File: src/rtl/fifo_pkg.sv
`default_nettype none
// ============================================================================
// Module  : fifo_pkg
// Purpose : Shared definitions for the async FIFO pointer blocks. Holds the
//           default address width, the derived pointer width and the Gray
//           conversion helpers. Both the write-side and read-side pointer
//           blocks import this package.
// Helpers : bin2gray(), gray2bin() operate on FN_WIDTH bits. Callers
//           zero-extend narrower pointers and cast the result back down.
//           Zero upper bits do not change the low bits of either conversion.
// Revision: 1.0 - initial release
// ============================================================================
package fifo_pkg;

  localparam int ADDR_WIDTH = 4;
  localparam int PTR_WIDTH  = ADDR_WIDTH + 1;
  localparam int FN_WIDTH   = 32;

  function automatic logic [FN_WIDTH-1:0] bin2gray(input logic [FN_WIDTH-1:0] b);
    return b ^ (b >> 1);
  endfunction

  // Each binary bit is the XOR of all Gray bits at or above it.
  function automatic logic [FN_WIDTH-1:0] gray2bin(input logic [FN_WIDTH-1:0] g);
    logic [FN_WIDTH-1:0] b;
    b[FN_WIDTH-1] = g[FN_WIDTH-1];
    for (int i = FN_WIDTH - 2; i >= 0; i--) begin
      b[i] = b[i+1] ^ g[i];
    end
    return b;
  endfunction

endpackage
`default_nettype wire

File: src/rtl/fifo_wptr_full_if.sv
`default_nettype none
// ============================================================================
// Module  : fifo_wptr_full_if
// Purpose : Write-domain bundle between the producer/RAM side and the
//           write-pointer/full block.
// Signals : winc           producer write request
//           rptr_gray_sync read pointer (Gray), already synchronized
//           waddr          RAM write address
//           wen            RAM write enable
//           wptr_gray      registered Gray write pointer to the read domain
//           full           registered full flag
//           overflow       sticky write-while-full flag
//           almost_full    registered occupancy threshold flag
// Modports: master - producer / surrounding logic
//           slave  - fifo_wptr_full
// Revision: 1.0 - initial release
// ============================================================================
interface fifo_wptr_full_if #(
  parameter int ADDR_WIDTH = fifo_pkg::ADDR_WIDTH
);
  import fifo_pkg::*;

  localparam int PTR_W = ADDR_WIDTH + 1;

  logic                  winc;
  logic [PTR_W-1:0]      rptr_gray_sync;
  logic [ADDR_WIDTH-1:0] waddr;
  logic                  wen;
  logic [PTR_W-1:0]      wptr_gray;
  logic                  full;
  logic                  overflow;
  logic                  almost_full;

  modport master (
    output winc, rptr_gray_sync,
    input  waddr, wen, wptr_gray, full, overflow, almost_full
  );

  modport slave (
    input  winc, rptr_gray_sync,
    output waddr, wen, wptr_gray, full, overflow, almost_full
  );

endinterface
`default_nettype wire

File: src/rtl/gray_to_bin.sv
`default_nettype none
// ============================================================================
// Module  : gray_to_bin
// Purpose : Combinational Gray-to-binary converter, WIDTH bits.
// Ports   : gray_i  in   WIDTH  Gray-coded value
//           bin_o   out  WIDTH  binary equivalent
// Revision: 1.0 - initial release
// ============================================================================
module gray_to_bin
  import fifo_pkg::*;
#(
  parameter int WIDTH = PTR_WIDTH
) (
  input  wire logic [WIDTH-1:0] gray_i,
  output logic      [WIDTH-1:0] bin_o
);

  assign bin_o = WIDTH'(gray2bin(FN_WIDTH'(gray_i)));

endmodule
`default_nettype wire

File: src/rtl/fifo_wptr_full.sv
`default_nettype none
// ============================================================================
// Module  : fifo_wptr_full
// Purpose : Write-domain pointer and full-flag generator for the async FIFO
//           between the UART and the system side. Keeps the binary write
//           pointer, drives the RAM write address/enable, publishes a
//           registered Gray write pointer and derives full from the
//           synchronized read pointer.
// Ports   : clk      in  write-domain clock
//           reset_n  in  asynchronous active-low reset
//           bus      fifo_wptr_full_if.slave (winc, rptr_gray_sync in;
//                    waddr, wen, wptr_gray, full, overflow, almost_full out)
// Macro   : FIFO_ALMOST_FULL_EN - enables the registered almost_full flag
//           (occupancy >= AFULL_THRESH). Undefined: almost_full tied low.
// Revision: 1.0 - initial release
// ============================================================================
module fifo_wptr_full #(
  parameter int ADDR_WIDTH   = fifo_pkg::ADDR_WIDTH,
  parameter int AFULL_THRESH = 14
) (
  input wire logic        clk,
  input wire logic        reset_n,
  fifo_wptr_full_if.slave bus
);
  import fifo_pkg::*;

  localparam int PTR_W = ADDR_WIDTH + 1;

  // The full compare flips the top two Gray bits; the threshold must be
  // reachable by an occupancy of at most one full FIFO.
  if (ADDR_WIDTH < 2 || AFULL_THRESH > (1 << ADDR_WIDTH)) begin : g_param_check
    $error("fifo_wptr_full: ADDR_WIDTH must be >= 2 and AFULL_THRESH <= depth");
  end

  logic [PTR_W-1:0] wbin_q, wbin_d;
  logic [PTR_W-1:0] wgray_q, wgray_d;
  logic [PTR_W-1:0] rptr_wrapped;
  logic             full_q, full_d;
  logic             ovf_q, ovf_d;
  logic             wen;

  // Write enable uses the registered flag, so a write coinciding with a
  // read-pointer advance while full is still rejected that cycle.
  assign wen     = bus.winc & ~full_q;
  assign wbin_d  = wbin_q + {{ADDR_WIDTH{1'b0}}, wen};
  assign wgray_d = PTR_W'(bin2gray(FN_WIDTH'(wbin_d)));

  // In Gray code, "read pointer plus one depth" is the read pointer with the
  // two MSBs inverted; equality means the writer is exactly one lap ahead.
  assign rptr_wrapped = {~bus.rptr_gray_sync[PTR_W-1:PTR_W-2],
                          bus.rptr_gray_sync[PTR_W-3:0]};
  assign full_d = (wgray_d == rptr_wrapped);
  assign ovf_d  = ovf_q | (bus.winc & full_q);

  always_ff @(posedge clk or negedge reset_n) begin
    if (!reset_n) begin
      wbin_q  <= '0;
      wgray_q <= '0;
      full_q  <= 1'b0;
      ovf_q   <= 1'b0;
    end else begin
      wbin_q  <= wbin_d;
      wgray_q <= wgray_d;
      full_q  <= full_d;
      ovf_q   <= ovf_d;
    end
  end

  assign bus.waddr     = wbin_q[ADDR_WIDTH-1:0];
  assign bus.wen       = wen;
  assign bus.wptr_gray = wgray_q;
  assign bus.full      = full_q;
  assign bus.overflow  = ovf_q;

`ifdef FIFO_ALMOST_FULL_EN
  logic [PTR_W-1:0] rbin;
  logic [PTR_W-1:0] level;
  logic             afull_q, afull_d;

  gray_to_bin #(
    .WIDTH (PTR_W)
  ) u_gray_to_bin (
    .gray_i (bus.rptr_gray_sync),
    .bin_o  (rbin)
  );

  // Modular difference is the true occupancy while it stays within one lap.
  assign level   = wbin_d - rbin;
  assign afull_d = (level >= PTR_W'(AFULL_THRESH));

  always_ff @(posedge clk or negedge reset_n) begin
    if (!reset_n) begin
      afull_q <= 1'b0;
    end else begin
      afull_q <= afull_d;
    end
  end

  assign bus.almost_full = afull_q;
`else
  assign bus.almost_full = 1'b0;
`endif

endmodule
`default_nettype wire
File: src/flat_wrapper.sv
// flat-port wrapper written by rule: the top's interface ports become plain ports
module fifo_wptr_full_flat import fifo_pkg::*;
#(
  parameter int ADDR_WIDTH   = fifo_pkg::ADDR_WIDTH,
  parameter int AFULL_THRESH = 14
)
  (clk, reset_n, bus_winc, bus_rptr_gray_sync, bus_waddr, bus_wen, bus_wptr_gray, bus_full, bus_overflow, bus_almost_full);
  fifo_wptr_full_if #(.ADDR_WIDTH(ADDR_WIDTH)) bus_i ();
  input wire logic clk;
  input wire logic reset_n;
  input wire logic [$bits(bus_i.winc)-1:0] bus_winc;
  input wire logic [$bits(bus_i.rptr_gray_sync)-1:0] bus_rptr_gray_sync;
  output wire logic [$bits(bus_i.waddr)-1:0] bus_waddr;
  output wire logic [$bits(bus_i.wen)-1:0] bus_wen;
  output wire logic [$bits(bus_i.wptr_gray)-1:0] bus_wptr_gray;
  output wire logic [$bits(bus_i.full)-1:0] bus_full;
  output wire logic [$bits(bus_i.overflow)-1:0] bus_overflow;
  output wire logic [$bits(bus_i.almost_full)-1:0] bus_almost_full;
  assign bus_i.winc = bus_winc;
  assign bus_i.rptr_gray_sync = bus_rptr_gray_sync;
  assign bus_waddr = bus_i.waddr;
  assign bus_wen = bus_i.wen;
  assign bus_wptr_gray = bus_i.wptr_gray;
  assign bus_full = bus_i.full;
  assign bus_overflow = bus_i.overflow;
  assign bus_almost_full = bus_i.almost_full;
  fifo_wptr_full #(.ADDR_WIDTH(ADDR_WIDTH), .AFULL_THRESH(AFULL_THRESH)) u_core (.clk(clk), .reset_n(reset_n), .bus(bus_i));
endmodule
File: config.mk
export PLATFORM = sky130hd
export DESIGN_NAME = fifo_wptr_full_flat
export DESIGN_NICKNAME = d
export VERILOG_FILES = /design/src/rtl/fifo_pkg.sv /design/src/rtl/fifo_wptr_full_if.sv /design/src/rtl/gray_to_bin.sv /design/src/rtl/fifo_wptr_full.sv /design/src/flat_wrapper.sv
export SDC_FILE = /design/constraint.sdc
export NUM_CORES = 1
export LEC_CHECK = 0
export ABC_AREA = 1
export CAP_MARGIN = 25
export CORE_MARGIN = 5
export CORE_UTILIZATION = 35
export CTS_CLUSTER_DIAMETER = 40
export DETAILED_ROUTE_END_ITERATION = 7
export PLACE_DENSITY = 0.71
export SYNTH_ARGS = -nofsm -noshare
export SYNTH_HDL_FRONTEND = slang
export SYNTH_SLANG_ARGS = --single-unit
File: constraint.sdc
create_clock -name clk -period 3.9 [get_ports clk]
set_input_delay 0.78 -clock clk [delete_from_list [all_inputs] [get_ports clk]]
set_output_delay 0.78 -clock clk [all_outputs]
set_load 0.02 [all_outputs]
# ---- After elaboration in Yosys (flattened, before gate mapping)
# Index checks and enable logic that the tools add are counted.
# Widths: inputs -> output; s select.
dict set report op_classes {
  div 0
  muxes 0
  shifts 0
  order_cmp 0
  bitwise_logic 6
  n_mul 0
  addsub 1
  eq_ne 1
  n_reduce_logical 0
}
# op n
set ops {}
lappend ops {{$add 5x1->5} 1}
lappend ops {{$eq 5x5->1} 1}
lappend ops {{$xor 5x4->5} 1}
lappend ops {{$and 1x1->1} 2}
lappend ops {{$not 2->2} 1}
lappend ops {{$not 1->1} 1}
lappend ops {{$or 1x1->1} 1}
dict set report totals {
  latchBits 0
  out_inout_bits 13
  n_memories 0
  ramBits 0
  ff_bits 12
  rom_bits 0
  input_bits 8
  wordCells 12
}

# ---- Logic depth before layout (Yosys ltp)
# Gate-level depths: netlist (run 1).
dict set report logic_depth {
  word_depth 5
  ltp_mapped 13
}

# ---- Worst setup path after synthesis (run 1)
# No wires, ideal clock.
dict set report synth_path {
  path_kind {input -> register}
  start {in bus_winc}
  end {reg u_core.full_q, in the netlist u_core.bus.full}
  setup_slack_ns 1.601
  t_arrival_ns 2.227
  path_stages 11
  setup_time_ns 0.071
  t_required_ns 3.829
  path_buffers 0
  cell_sequence {inv_1 nor2_1 ha_1 ha_1 xnor2_1 nand2_1 nand2_1 nand2_1 nor2_2 nand2_1 nor2_1}
}
dict set report synth_between {
  elab_chain_cells 4
}
# element line
set synth_lines {}
lappend synth_lines {{start: declaration} flat_wrapper.sv:11} ;# input wire logic [$bits(bus_i.winc)-1:0] bus_winc;
lappend synth_lines {{$and 1x1->1} fifo_wptr_full.sv:44} ;# assign wen = bus.winc & ~full_q;
lappend synth_lines {{net bus_wen} flat_wrapper.sv:14} ;# output wire logic [$bits(bus_i.wen)-1:0] bus_wen;
lappend synth_lines {{$add 5x1->5} fifo_wptr_full.sv:45} ;# assign wbin_d = wbin_q + {{ADDR_WIDTH{1'b0}}, wen};
lappend synth_lines {{net u_core.wbin_d[1]} fifo_wptr_full.sv:35} ;# logic [PTR_W-1:0] wbin_q, wbin_d;
lappend synth_lines {{$xor 5x4->5} fifo_pkg.sv:20} ;# return b ^ (b >> 1);
lappend synth_lines {{$eq 5x5->1} fifo_wptr_full.sv:52} ;# assign full_d = (wgray_d == rptr_wrapped);
lappend synth_lines {{net u_core.full_d} fifo_wptr_full.sv:38} ;# logic full_q, full_d;
lappend synth_lines {{end signal: assignment} fifo_wptr_full.sv:64} ;# full_q <= full_d;
lappend synth_lines {{end: declaration} fifo_wptr_full.sv:38}
# The timed path passes the listed nets, and every way through them passes these cells.

# ---- Worst setup path in the final report (run 1)
dict set report layout_path {
  start {in bus_winc}
  end {out bus_wen}
}
dict set report layout_between {
  elab_chain_cells 1
}
# element line
set layout_lines {}
lappend layout_lines {{$and 1x1->1} fifo_wptr_full.sv:44}
lappend layout_lines {{end: declaration} flat_wrapper.sv:14}
# No other way between the ends.

==> metrics, run 1 <==
syn_nets 87; critical path fanouts, max 2; Setup Skew 0.00493 ns; synth-to-layout area growth 37.2%; fraction of layout cells with a size suffix above 1 9.18%; synthesized instance count 77; Worst setup SP type primary input; commonest non-fill, non-tap cell in the layout nand2_1; worst reg2reg setup slack 2.02 ns; min Tclk post-route 2.83 ns; DP Area 818 um^2; crit share post-route 72.6%; first-pass GRT wire length 2.13 mm; Starting Density 36.0%; Via-to-Cell Ratio 4.48; WHS 0.457 ns; yosys warns 0; Worst setup EP type output port; Synth top area share 44.7%; cell area after layout 845 um^2; fill count 164; Seq. cell area 275 um^2; pre-CTS setup slack 1.06 ns; Hold Fails Final Rpt 0; Leak 0.421 nW; min-delay src u_core.bus.overflow; final setup violation count 0; r2r startpoint u_core.bus.full; total CTS buffers 3; vias in the first global route 555; total track usage 10.2%; root buffer cell clkbuf_4; CP Data Arrival Time 2.05 ns; gpl congestion 0.765; Design Power 0.791 mW; clk_lat worst skew 0.26 ns; total negative slack 0 ns; wire per inst 9.98 um; hold depth 1; Final Max Tran Viols 0; HPWL after detailed placement 1.03 mm; DRT Pass-1 Iters 4; TritonCTS clock tree built; Hold Path Class reg2reg; Worst Hold Path EP u_core.bus.overflow; Avg Cell Area, Syn 7.99 um^2; fin worst setup slack 1.07 ns; fmax 353 MHz; Critical R2R Capture u_core.bus.full; required time worst endpoint 3.12 ns; largest area contributor in the netlist dfrtp_1; post-cts hold buffer count 0; register area share after synthesis 44.7%; Post-CTS Resized 0; CTS H-tree lvls 1; antenna diode count 0; Synth area leaders dfrtp_1 45%, nand2_1 19%, inv_1 4.3%; Die Area 0.00270 mm^2; P per Cell Area 937 mW/mm^2; Clock Path Buffers 2; Final nets 109; final routed DRC violation total 0; final wirelength 1.23 mm; initial DRC count 7; Clock Sinks 11; clk slew on worst S/H paths 0.07 ns; num rows 15; Chip Width 51.9 um; I/O pin count 21; Cell variety after synth 19; die height 51.9 um; antenna violations before repair 0; core area 0.00171 mm^2; multi-input logic area 288 um^2; largest net degree at the start of global routing 12; CP Class in2out; flops & latches, synth 11; worst r2r path cells 11; total gr overflow 0; commonest non-fill, non-tap cells in the layout 31 x nand2_1, 19 x clkdlybuf4s50_1, 11 x dfrtp_1; worst vdd ir 420 uV; netlist area before placement 616 um^2; Post-DRT Antenna Nets 0; RSZ-0062 raised after global routing no; Via Count 551; post-CTS setup buffers 0; Max Cap Viol 0; status complete, no violations; port buffer count 19
==> state kept, by name, summed over array words and instances, names as in the netlist <==
signal	count
u_core.bus.full	1
u_core.bus.overflow	1
u_core.wbin_q	5
u_core.bus.wptr_gray	4
==> Yosys cell counts <==
library cell and instances:
nand2_1 31, dfrtp_1 11, inv_1 7, nand3_1 5, nand4_1 4, nor2_1 3
ha_1 2, inv_2 2, xnor2_1 2, a21o_1 1, buf_4 1, buf_6 1
conb_1 1, nand2_2 1, nand2_4 1, nand3b_1 1, nor2_2 1, xor2_1 1
xor2_2 1
==> metal layers <==
metal	wire length [um]	track usage, %
met2	678	18.8
met4	0	3.93
met1	471	11.8
met3	78	1.43
met5	0	0
==> area by class of cell <==
cell class	instances	share of cell area (%)
multi-input combinational	55	34.1
tap	25	3.70
inverter	9	4.00
clock buffer	4	3.11
timing repair buffer	19	22.5
sequential	11	32.6
==> stage by stage <==
step                      util, %  std cells
after floorplan                 -         77
after global placement       47.9        119
after detailed placement     47.9        119
after CTS                    49.5        123
after global routing         49.5        123
final                        49.5        123
==> how the worst max path moves through the flow <==
stage | cells after the start | startpoint | end
floorplan | 11 | bus_winc | u_core.bus.full
global placement | 4 | bus_winc | bus_wen
detailed placement | 4 | bus_winc | bus_wen
CTS | 4 | bus_winc | bus_wen
global route | 4 | bus_winc | bus_wen
finish | 4 | bus_winc | bus_wen
==> cell families after synthesis <==
| group | synth area share [%] |
|---|---|
| flip-flops | 44.7 |
| XOR/XNOR | 6.91 |
| AO/OA/AOI/OAI | 1.22 |
| adder cells (fa/ha/maj) | 4.06 |
| AND/OR/NAND/NOR | 33.9 |
| other | 0.609 |
| buffers and inverters | 8.54 |
==> critical path, cell delays in order <==
cell and delay [ns]:
clkdlybuf4s50_1 0.48, inv_1 0.05, nor2_1 0.12, clkdlybuf4s50_1 0.63
==> report_power, final <==
part	internal [mW]	switching (mW)	total (mW)
clock network	0.0395	0.0368	0.0763
logic	0.215	0.283	0.498
registers	0.172	0.0450	0.217
No activity file was read; power rests on OpenSTA's default activity.
==> run 2: changes to the inputs <==
==> constraint.sdc (replaced) <==
create_clock -name clk -period 2.8 [get_ports clk]
set_input_delay 0.56 -clock clk [delete_from_list [all_inputs] [get_ports clk]]
set_output_delay 0.56 -clock clk [all_outputs]
set_load 0.02 [all_outputs]
==> metrics, run 2 (same netlist as run 1, synthesis figures left out) <==
status complete, no violations; final wirelength 1.24 mm; vias in the first global route 503; Clock Sinks 11; Sw Ratio 46.3%; placed insts 119; CP Class in2out; worst vdd ir 567 uV; crit share post-route 85.1%; Post-DRT Antenna Nets 0; root buffer cell clkbuf_4; Critical R2R Capture u_core.bus.full; required time worst endpoint 2.24 ns; Leak 0.424 nW; total track usage 10.5%; CP cell instances clkdlybuf4s50_1, inv_1, nor2_1, clkdlybuf4s50_1; Worst Hold Path EP u_core.bus.overflow; clk_lat worst skew 0.26 ns; WP buf/inv 3; TritonCTS clock tree built; max reg flops 5; worst slew pin tran 0.499 ns; Via-to-Cell Ratio 4.47; Hold Path Class reg2reg; total negative slack 0 ns; Max Cap Viol 0; Flop pwr share 27.7%; core area 0.00171 mm^2; Starting Density 36.0%; critical path fanouts, max 2; most flop-heavy register u_core.wbin_q; Slowest Stage Delay on Critical Path 0.62 ns; final setup violation count 0; Clock Path Buffers 2; Layout Cells excl Fill 123; Final Max Tran Viols 0; Pint 0.592 mW; Worst setup SP type primary input; Design Power 1.10 mW; Post-CTS Resized 0; Final nets 109; first-pass GRT wire length 2.08 mm; num rows 15; total CTS buffers 3; total gr overflow 0; Via Count 550; Chip Width 51.9 um; worst r2r path cells 11; Seq. cell area 275 um^2; r2r startpoint u_core.bus.full; clk slew on worst S/H paths 0.07 ns; fmax 420 MHz; Crit-path slowest cell clkdlybuf4s50_1; Gate power share 62.8%; antenna diode count 0; Setup Skew 0.00187 ns; commonest non-fill, non-tap cell in the layout nand2_1; GR Util met2 18.2%; die height 51.9 um; gpl congestion 0.754; Die Area 0.00270 mm^2; P per Cell Area 1300 mW/mm^2; I/O pin count 21; largest net degree at the start of global routing 12; delay-heaviest family, CP buffers and inverters; Worst slew margin 66.6%; post-CTS setup buffers 0; met3 usage 2.87%; Psw 0.509 mW; Worst setup EP type output port; synth-to-layout area growth 37.4%; fraction of layout cells with a size suffix above 1 10.2%; RSZ-0062 raised after global routing no; multi-input logic area 288 um^2; GR Util met1 11.6%; most used cell along the critical path clkdlybuf4s50_1; HPWL after detailed placement 1.02 mm; wire per inst 10.1 um; min-delay src u_core.bus.overflow; final routed DRC violation total 0; Hold Fails Final Rpt 0; commonest non-fill, non-tap cells in the layout 31 x nand2_1, 19 x clkdlybuf4s50_1, 11 x dfrtp_1; min Tclk post-route 2.38 ns; port buffer count 19; hold depth 1; post-cts hold buffer count 0; worst reg2reg setup slack 0.95 ns; Clock power frac 9.5%; GRT busiest layer met2; antenna violations before repair 0; CP Data Arrival Time 1.82 ns; initial DRC count 6; fill count 161; DRT Pass-1 Iters 4; CTS H-tree lvls 1
## run 2: cell count changes in the layout (fill, tap and decap cells not counted)
cell and change:
clkinv_2 +1, clkbuf_1 -1
## run 2: metal layers
layer | share of wire (%) | wire [um] | vias up
li1 | - | - | 281
met1 | 41 | 511 | 254
met2 | 52 | 649 | 13
met3 | 4.9 | 60 | 2
met4 | 1.2 | 15 | 0
met5 | 0 | 0 | -
## run 2: cell type report
| class | count | share of cell area [%] |
|---|---|---|
| sequential | 11 | 32.5 |
| clock inverter | 1 | 0.592 |
| clock buffer | 3 | 2.66 |
| inverter | 9 | 3.99 |
| multi-input combinational | 55 | 34.0 |
| timing repair buffer | 19 | 22.5 |
| tap | 25 | 3.70 |
## run 2: worst max-delay path by stage
| stage | startpoint | endpoint | cells after the start |
|---|---|---|---|
| final | bus_winc | bus_wen | 4 |
| after global routing | bus_winc | bus_wen | 4 |
| after CTS | bus_winc | bus_wen | 4 |
| after detailed placement | bus_winc | u_core.bus.full | 13 |
| after global placement | bus_winc | u_core.bus.full | 13 |
| after floorplan | bus_winc | u_core.bus.full | 11 |
## run 2: power groups by stage
stage / Combinational [mW] / Sequential (mW) / Clock, mW
after floorplan: 0.391 / 0.384 / 0
after global placement: 0.677 / 0.304 / 0
after detailed placement: 0.697 / 0.309 / 0
after CTS: 0.701 / 0.305 / 0.109
after global routing: 0.763 / 0.318 / 0.118
final: 0.692 / 0.305 / 0.104
## run 2: metrics by stage
stage | util, % | hold WS, ns | worst slack (ns) | cell area, um^2
6_report | 49.5 | 0.464 | 0.417 | 846
5_1_grt | 49.5 | 0.486 | 0.360 | 846
4_1_cts | 49.5 | 0.469 | 0.411 | 846
3_5_place_dp | 47.9 | 0.448 | 0.292 | 818
3_3_place_gp | 47.9 | 0.446 | 0.346 | 818
2_1_floorplan | - | 0.264 | 0.721 | 616
==> run 3: changes to the inputs <==
--- a/config.mk
+++ b/config.mk
@@ -7,11 +7,12 @@
 export LEC_CHECK = 0
 export ABC_AREA = 1
 export CAP_MARGIN = 25
-export CORE_MARGIN = 5
-export CORE_UTILIZATION = 35
+export CELL_PAD_IN_SITES_DETAIL_PLACEMENT = 0
+export CELL_PAD_IN_SITES_GLOBAL_PLACEMENT = 1
+export CORE_UTILIZATION = 30
 export CTS_CLUSTER_DIAMETER = 40
 export DETAILED_ROUTE_END_ITERATION = 7
-export PLACE_DENSITY = 0.71
+export PLACE_DENSITY = 0.82
 export SYNTH_ARGS = -nofsm -noshare
 export SYNTH_HDL_FRONTEND = slang
 export SYNTH_SLANG_ARGS = --single-unit
==> metrics, run 3 (same netlist as run 1, synthesis figures left out) <==
Hold Fails Final Rpt 0; first-pass GRT wire length 2.08 mm; commonest non-fill, non-tap cell in the layout nand2_1; WP buf/inv 3; most flop-heavy register u_core.wbin_q; Final Max Tran Viols 0; Worst setup EP type output port; total track usage 13.3%; largest net degree at the start of global routing 12; RSZ-0062 raised after global routing no; commonest non-fill, non-tap cells in the layout 31 x nand2_1, 19 x clkdlybuf4s50_1, 11 x dfrtp_1; WHS 0.455 ns; Post-DRT Antenna Nets 0; Post-CTS Resized 0; num rows 16; fin worst setup slack 0.404 ns; Leak 0.421 nW; antenna violations before repair 0; Max Cap Viol 0; port buffer count 19; Final nets 109; status complete, no violations; Setup Skew 0.00464 ns; min Tclk post-route 2.40 ns; Starting Density 31.7%; delay-heaviest family, CP buffers and inverters; final setup violation count 0; critical path fanouts, max 2; CTS H-tree lvls 1; antenna diode count 0; Worst slew margin 65.1%; Clock Path Buffers 2; total CTS buffers 3; I/O pin count 21; final routed DRC violation total 0; wire per inst 9.59 um; Via Count 547; CP cell instances clkdlybuf4s50_1, inv_1, nor2_1, clkdlybuf4s50_1; required time worst endpoint 2.24 ns; HPWL after detailed placement 981 um; post-cts hold buffer count 0; DRT Pass-1 Iters 4; Chip Width 47.3 um; most used cell along the critical path clkdlybuf4s50_1; Slowest Stage Delay on Critical Path 0.63 ns; post-CTS setup buffers 0; clk_lat worst skew 0.27 ns; worst slew pin tran 0.521 ns; fmax 417 MHz; max reg flops 5; CP Class in2out; Die Area 0.00224 mm^2; Crit-path slowest cell clkdlybuf4s50_1; gpl congestion 0.786; Worst setup SP type primary input; synth-to-layout area growth 37.6%; initial DRC count 12; Via-to-Cell Ratio 4.38; worst vdd ir 517 uV; P per Cell Area 1300 mW/mm^2; fraction of layout cells with a size suffix above 1 9.18%; root buffer cell clkbuf_4; TritonCTS clock tree built; Clock Sinks 11; final wirelength 1.20 mm; clk slew on worst S/H paths 0.07 ns; Core Util, Final 43.6%; Hold Path Class reg2reg; CP Data Arrival Time 1.84 ns; total negative slack 0 ns; die height 47.3 um; crit share post-route 85.6%; pre-CTS setup slack 0.322 ns; total gr overflow 0; vias in the first global route 496; core area 0.00194 mm^2
run 3: cell count changes in the layout (fill, tap and decap cells not counted):
cell,previous run,this run
clkbuf_1,0,1
clkinv_2,1,0
run 3: layer usage:
metal	global-route usage, %	part of all wire, %	vias to the layer above
li1	-	-	279
met1	18.6	47	253
met2	21.4	48	13
met3	2.31	4.8	2
met4	3.43	0.67	0
met5	0	0	-
run 3: worst register-to-register path, stage by stage, from the launching register on:
cell and delay (ns):
dfrtp_1 0.41, nor2_1 0.16, ha_1 0.23, ha_1 0.27
nand3_1 0.12, nand2_1 0.09, nand2_1 0.13, nand2_1 0.09
nand2_1 0.06, nor2_2 0.07, nand2_1 0.05, nor2_1 0.09
run 3: path summary, 6_finish.rpt:
kind,start,to,slack (ns),depth (start not counted)
setup / recovery,bus_winc,bus_wen,0.40,4
hold / removal,u_core.bus.overflow,u_core.bus.overflow,0.45,1
setup reg to reg,u_core.bus.full,u_core.bus.full,0.98,11
hold reg to reg,u_core.bus.overflow,u_core.bus.overflow,0.45,1
max in group asynchronous,reset_n,u_core.wbin_q[1],1.82,1
min in group asynchronous,reset_n,u_core.bus.full,0.63,1
run 3: final cells by class:
class | instances | area, um^2
well taps | 27 | 33.8
clock buffers | 4 | 26.3
inverters | 9 | 33.8
flip-flops and latches | 11 | 275
multi-input cells | 55 | 288
repair buffers | 19 | 190
fillers | 205 | 1090
run 3: power breakdown:
part	total [mW]	switching [mW]	internal, mW
Sequential	0.303	0.0644	0.239
Combinational	0.688	0.388	0.300
Clock	0.109	0.0539	0.0551
run 3: metrics by stage:
| step | cell area [um^2] | instances | power [mW] |
|---|---|---|---|
| after floorplan | 616 | 77 | 0.775 |
| after global placement | 821 | 121 | 0.991 |
| after detailed placement | 821 | 121 | 1.00 |
| after CTS | 847 | 125 | 1.11 |
| after global routing | 847 | 125 | 1.20 |
| final | 847 | 125 | 1.10 |
